===== config.mk =====
export PLATFORM = sky130hd
export DESIGN_NAME = serdesphy_rx_align_ctrl
export DESIGN_NICKNAME = d
export VERILOG_FILES = /design/src/rtl/serdesphy_rx_align_ctrl.sv
export SDC_FILE = /design/constraint.sdc
export NUM_CORES = 1
export LEC_CHECK = 0
export CORE_MARGIN = 2
export CORE_UTILIZATION = 30
export CTS_BUF_LIST = sky130_fd_sc_hd__clkbuf_4
export DETAILED_ROUTE_END_ITERATION = 7
export GPL_TIMING_DRIVEN = 0
export PLACE_DENSITY = 0.6
export SLEW_MARGIN = 20
export SYNTH_ARGS = -nofsm -noshare
export SYNTH_HDL_FRONTEND = slang
export SYNTH_SLANG_ARGS = --single-unit

===== constraint.sdc =====
create_clock -name clk_240m_rx -period 6.9 [get_ports clk_240m_rx]
set_input_delay 1.38 -clock clk_240m_rx [delete_from_list [all_inputs] [get_ports clk_240m_rx]]
set_output_delay 1.38 -clock clk_240m_rx [all_outputs]
set_load 0.01 [all_outputs]

===== src/rtl/serdesphy_rx_align_ctrl.sv =====
// RX bring-up sequencer and word aligner. Enables the deserializer once the CDR is locked,
// finds SYNC_WORD at one of 16 bit offsets, verifies its period, tracks lock and emits aligned words.
module serdesphy_rx_align_ctrl #(
    parameter logic [15:0] SYNC_WORD   = 16'hA5C3,
    parameter int unsigned SYNC_PERIOD = 64,
    parameter int unsigned LOCK_COUNT  = 4,
    parameter int unsigned LOSS_LIMIT  = 4
) (
    input  logic        clk_240m_rx,
    input  logic        rst_n,
    input  logic        rx_enable,
    input  logic        cdr_locked,
    input  logic [15:0] deser_data,
    input  logic        deser_valid,
    output logic        deser_enable,
    output logic [15:0] rx_data,
    output logic        rx_valid,
    output logic        rx_is_sync,
    output logic        aligned,
    output logic [3:0]  align_offset,
    output logic        align_err,
    output logic [2:0]  state
);
    localparam int DATA_W = 16;
    localparam int WCNT_W = $clog2(SYNC_PERIOD);
    localparam int HITS_W = $clog2(LOCK_COUNT + 1);
    localparam int MISS_W = $clog2(LOSS_LIMIT + 1);

    typedef enum logic [2:0] {
        ST_IDLE     = 3'd0,
        ST_WAIT_CDR = 3'd1,
        ST_SEARCH   = 3'd2,
        ST_VERIFY   = 3'd3,
        ST_LOCKED   = 3'd4
    } state_t;

    state_t              state_q;
    state_t              state_d;
    logic [DATA_W-1:0]   prev_q;
    logic                win_ok_q;
    logic                win_ok_d;
    logic [WCNT_W-1:0]   wcnt_q;
    logic [WCNT_W-1:0]   wcnt_d;
    logic [HITS_W-1:0]   hits_q;
    logic [HITS_W-1:0]   hits_d;
    logic [HITS_W-1:0]   hits_inc;
    logic [MISS_W-1:0]   misses_q;
    logic [MISS_W-1:0]   misses_d;
    logic [MISS_W-1:0]   misses_inc;
    logic [3:0]          offset_d;
    logic                out_valid_d;
    logic                out_sync_d;
    logic                err_d;

    logic [2*DATA_W-1:0] window;
    logic [DATA_W-1:0]   word_at_offset;
    logic                hit_any;
    logic [3:0]          hit_k;
    logic                slot;
    logic                slot_match;
    logic                active;

    // Previous word sits in the upper half, so larger offsets reach further back in the stream.
    assign window         = {prev_q, deser_data};
    assign word_at_offset = window[align_offset +: DATA_W];
    assign slot           = (wcnt_q == WCNT_W'(SYNC_PERIOD - 1));
    assign slot_match     = (word_at_offset == SYNC_WORD);
    assign hits_inc       = hits_q + 1'b1;
    assign misses_inc     = misses_q + 1'b1;
    assign active         = (state_q == ST_SEARCH) || (state_q == ST_VERIFY) || (state_q == ST_LOCKED);
    assign state          = state_q;

    // Scan from the top down so the lowest matching offset wins.
    always_comb begin
        hit_any = 1'b0;
        hit_k   = '0;
        for (int k = DATA_W - 1; k >= 0; k--) begin
            if (window[k +: DATA_W] == SYNC_WORD) begin
                hit_any = 1'b1;
                hit_k   = 4'(k);
            end
        end
    end

    always_comb begin
        state_d     = state_q;
        win_ok_d    = win_ok_q;
        wcnt_d      = wcnt_q;
        hits_d      = hits_q;
        misses_d    = misses_q;
        offset_d    = align_offset;
        out_valid_d = 1'b0;
        out_sync_d  = 1'b0;
        err_d       = 1'b0;

        if (!rx_enable) begin
            state_d  = ST_IDLE;
            win_ok_d = 1'b0;
            wcnt_d   = '0;
            hits_d   = '0;
            misses_d = '0;
        end else if (!cdr_locked && active) begin
            state_d  = ST_WAIT_CDR;
            win_ok_d = 1'b0;
            wcnt_d   = '0;
            hits_d   = '0;
            misses_d = '0;
        end else begin
            case (state_q)
                ST_IDLE: state_d = ST_WAIT_CDR;
                ST_WAIT_CDR: begin
                    if (cdr_locked) begin
                        state_d  = ST_SEARCH;
                        win_ok_d = 1'b0;
                    end
                end
                ST_SEARCH: begin
                    if (deser_valid) begin
                        win_ok_d = 1'b1;
                        // The first word after entry has a stale upper half, so it is never matched.
                        if (win_ok_q && hit_any) begin
                            offset_d = hit_k;
                            wcnt_d   = '0;
                            hits_d   = HITS_W'(1);
                            state_d  = ST_VERIFY;
                        end
                    end
                end
                ST_VERIFY: begin
                    if (deser_valid) begin
                        wcnt_d = wcnt_q + 1'b1;
                        if (slot) begin
                            if (slot_match) begin
                                hits_d = hits_inc;
                                if (hits_inc == HITS_W'(LOCK_COUNT)) begin
                                    state_d     = ST_LOCKED;
                                    misses_d    = '0;
                                    out_valid_d = 1'b1;
                                    out_sync_d  = 1'b1;
                                end
                            end else begin
                                state_d  = ST_SEARCH;
                                win_ok_d = 1'b0;
                            end
                        end
                    end
                end
                ST_LOCKED: begin
                    if (deser_valid) begin
                        wcnt_d      = wcnt_q + 1'b1;
                        out_valid_d = 1'b1;
                        if (slot && slot_match) begin
                            misses_d   = '0;
                            out_sync_d = 1'b1;
                        end else if (slot) begin
                            misses_d = misses_inc;
                            if (misses_inc == MISS_W'(LOSS_LIMIT)) begin
                                state_d     = ST_SEARCH;
                                win_ok_d    = 1'b0;
                                err_d       = 1'b1;
                                out_valid_d = 1'b0;
                            end
                        end
                    end
                end
                default: state_d = ST_IDLE;
            endcase
        end
    end

    always_ff @(posedge clk_240m_rx or negedge rst_n) begin
        if (!rst_n) begin
            state_q      <= ST_IDLE;
            prev_q       <= '0;
            win_ok_q     <= 1'b0;
            wcnt_q       <= '0;
            hits_q       <= '0;
            misses_q     <= '0;
            align_offset <= '0;
            deser_enable <= 1'b0;
            aligned      <= 1'b0;
            align_err    <= 1'b0;
            rx_valid     <= 1'b0;
            rx_is_sync   <= 1'b0;
            rx_data      <= '0;
        end else begin
            state_q      <= state_d;
            win_ok_q     <= win_ok_d;
            wcnt_q       <= wcnt_d;
            hits_q       <= hits_d;
            misses_q     <= misses_d;
            align_offset <= offset_d;
            if (deser_valid) begin
                prev_q <= deser_data;
            end
            deser_enable <= active;
            aligned      <= (state_d == ST_LOCKED);
            align_err    <= err_d;
            rx_valid     <= out_valid_d;
            rx_is_sync   <= out_sync_d;
            if (out_valid_d) begin
                rx_data <= word_at_offset;
            end
        end
    end
endmodule


==> flow_summary.toml <==
[logic_synthesis]
syn-num-nets = 515
synthTopCellsByArea = "dfrtp_1, mux4_2, mux2_2, nand2_1, mux2_1"
yosysTopAreaCell = "dfrtp_1"
ys_ff_latch = 56
synthTopCellsByCount = "dfrtp_1, nand2_1, mux2_2"
synth_cell_types = 65
seq_area_frac_synth_pct = 29.8
synthArstFlopShare_pct = 100
synth.most_common_cell = "dfrtp_1"
ys.flop_type = "dfrtp_1"
syn_area_sq_um = 4700
yosysWarnings = 0
synth_edf_count = 0
netlist.area_leader.share_pct = 29.8
syn_avg_cell_area_sq_um = 9.61
syn-instance-count = 489

[hold_path]
min_to = "rx_data[3]$_DFFE_PN0P_"
min_from = "rx_data[3]$_DFFE_PN0P_"
whs_path_depth = 1
hp-class = "flop to flop"

[clock_network]
cts-resized-gates = 0
cts_tree = "built"
clkTransAtPathRegs_ns = 0.19
h-tree-depth = 2
cts_buffers = 5
ctsHoldBuffers = 0
worstSkewPairLatency_ns = 0.43
numClockSinks = 56
cts.path.max_buffers = 2
cts_root_buffer = "clkbuf_4"
post_cts_buffers = 0

[placement]
dp.cells = 746
io_buffers = 46
dp_slack_ns = 1.56
gp_congestion = 0.933
hpwl_um = 10600

[global_route]
antenna_found_initial = 1
grt.total_usage_pct = 17.9
grt_pass1_wl_um = 23700
grt_max_degree = 57
grt_pass1_vias = 4446
grt_overflow = 0

[setup_path]
end_kind = "flop"
slowest_delay_ns = 0.61
r2r_slack_ns = 2.89
arrival_ns = 5.31
crit_buf_inv = 2
reg2reg_depth = 11
crit_type = "input port to flop"
r2r_end = "hits_q[2]$_DFFE_PN0P_"
cp_cell_sequence = "clkdlybuf4s50_1 > clkbuf_1 > or4b_1 > or4_1 > o32ai_1 > nor3_1 > a41oi_1 > nor3b_1 > o211ai_1 > mux2_1"
cp.required_ns = 7.24
crit_family = "simple AND/OR/NAND/NOR gates"
critPathSlowestCell = "or4b_1"
path_max_fanout = 10
start_kind = "input port"
r2r_start = "align_offset[3]$_DFFE_PN0P_"

[power_and_ir_drop]
pwr_density_cell_nw_per_um2 = 123
power_leakage_nw = 2.09
max-vdd-ir-drop_v = 0.0000687
power_mw = 0.674

[sta]
finClkSkew_ns = 0.0165
tightest_slew_ns = 0.717
period_share_pct = 72.1
setup_viol = 0
slew_viol_final = 0
max_freq_ghz = 0.201
setup_ws_ns = 1.92
whs_ns = 0.511
setup-tns-final_ns = 0
rsz0062_at_grt = "no"
maxSlewHeadroom_pct = 52.2
hold_viol = 0
fin_crit_ns = 4.98

[cells_and_area]
drive_gt1_share_pct = 15.7
instances_no_fill = 755
area_growth_pct = 16.7
nNetsFinal = 568

[die]
initial_core_util_pct = 30.8
die_height_um = 129
dieArea_sq_um = 16700
core_area_sq_um = 15300
die_w_um = 129
ioPinCount = 49
rows = 45

[detailed_routing]
firstDrtPassIters = 6
drt_iter0_drc = 643
vias = 4423
routed_via_density = 5.86
drc = 0
postRouteAntennaNets = 0
wire_per_inst_um = 19.2
drt-total-wl_um = 14500

[flow_run]
drv_cap = 0

[status]
status = "finished clean"
## where the power goes
group          leakage [nW]  total, mW  internal (mW)  switching [mW]
Sequential            0.722      0.357          0.340          0.0172
Combinational          1.33      0.148         0.0633          0.0850
Clock                0.0322      0.168         0.0425           0.126
## layer usage
layer	share of wire [%]	up-vias	track usage [%]	routed length, um
met4	3.2	0	7.93	470
met2	50	236	30.2	7210
met1	41	2178	22.9	5880
met5	0	-	0	0
li1	-	1962	-	-
met3	6.4	47	2.60	932
## state kept, by name, summed over array words and instances, names as in the netlist
| register | cells |
|---|---|
| prev_q | 15 |
| rx_valid | 1 |
| win_ok_q | 1 |
| align_offset | 4 |
| state | 3 |
| align_err | 1 |
| rx_is_sync | 1 |
| rx_data | 16 |
| deser_enable | 1 |
| misses_q | 3 |
| hits_q | 3 |
| wcnt_q | 6 |
| aligned | 1 |
## placed cells by master, fill, tap and decap left out, types with 3 or more instances in the layout
cell type | synthesis | routed
dfrtp_1 | 56 | 56
nand2_1 | 53 | 53
clkdlybuf4s50_1 | 0 | 45
mux2_2 | 32 | 32
nor2_1 | 31 | 31
mux4_2 | 30 | 30
clkbuf_1 | 24 | 24
o21ai_0 | 23 | 23
mux2i_1 | 16 | 16
mux2_1 | 15 | 15
a21oi_1 | 15 | 15
nor3_1 | 13 | 13
inv_1 | 12 | 12
nor2b_1 | 10 | 10
and3_1 | 10 | 10
o21ai_1 | 9 | 9
nor4b_1 | 9 | 9
nand2b_1 | 9 | 9
and2_1 | 7 | 7
nand3_1 | 7 | 7
nor4_1 | 7 | 7
nand4_1 | 6 | 6
buf_2 | 5 | 5
a211oi_1 | 5 | 5
o22ai_1 | 5 | 5
a21o_1 | 5 | 5
ha_1 | 5 | 5
clkbuf_4 | 0 | 5
nand4b_1 | 4 | 4
buf_1 | 4 | 4
nand3b_1 | 4 | 4
buf_4 | 3 | 4
or4_1 | 3 | 3
nor3b_1 | 3 | 3
o211ai_1 | 3 | 3
a32o_1 | 3 | 3
or4bb_1 | 3 | 3
## metrics by stage
stage	util, %	instance area [sq um]
2_1_floorplan	-	4700
3_3_place_gp	35.5	5420
3_5_place_dp	35.5	5420
4_1_cts	35.9	5480
5_1_grt	36.0	5490
6_report	36.0	5490
## kinds of logic (layout without fill, tap and decap cells)
| logic type | after synthesis | after routing | share of synthesized area [%] |
|---|---|---|---|
| simple gates | 193 | 193 | 22.7 |
| mux | 93 | 93 | 29.0 |
| compound gates | 90 | 90 | 12.4 |
| flops | 56 | 56 | 29.8 |
| buf+inv | 50 | 104 | 4.37 |
| fa+ha+maj | 5 | 5 | 1.33 |
| xor+xnor | 2 | 2 | 0.373 |
| other cells | 0 | 1 | 0 |
## layout make-up
type | count | area, sq um
clock buffers | 5 | 37.5
multi-input cells | 383 | 3090
plain buffers | 36 | 153
fillers | 1533 | 9770
repair buffers | 46 | 458
well taps | 211 | 264
flip-flops and latches | 56 | 1400
inverters | 14 | 52.6
diodes | 1 | 2.50
clock inverters | 3 | 25.0
## how the worst max path moves through the flow
stage                    from                           to  slack (ns)  cells past startpoint
2_1_floorplan  deser_data[13]        hits_q[2]$_DFFE_PN0P_        2.55                      9
3_3_place_gp   deser_data[11]  align_offset[1]$_DFFE_PN0P_        1.55                     10
3_5_place_dp   deser_data[12]  align_offset[1]$_DFFE_PN0P_        1.56                     10
4_1_cts        deser_data[12]  align_offset[1]$_DFFE_PN0P_        2.01                     10
5_1_grt        deser_data[14]  align_offset[1]$_DFFE_PN0P_        1.83                     10
6_report       deser_data[12]  align_offset[1]$_DFFE_PN0P_        1.92                     10
No activity file was read; power rests on OpenSTA's default activity.
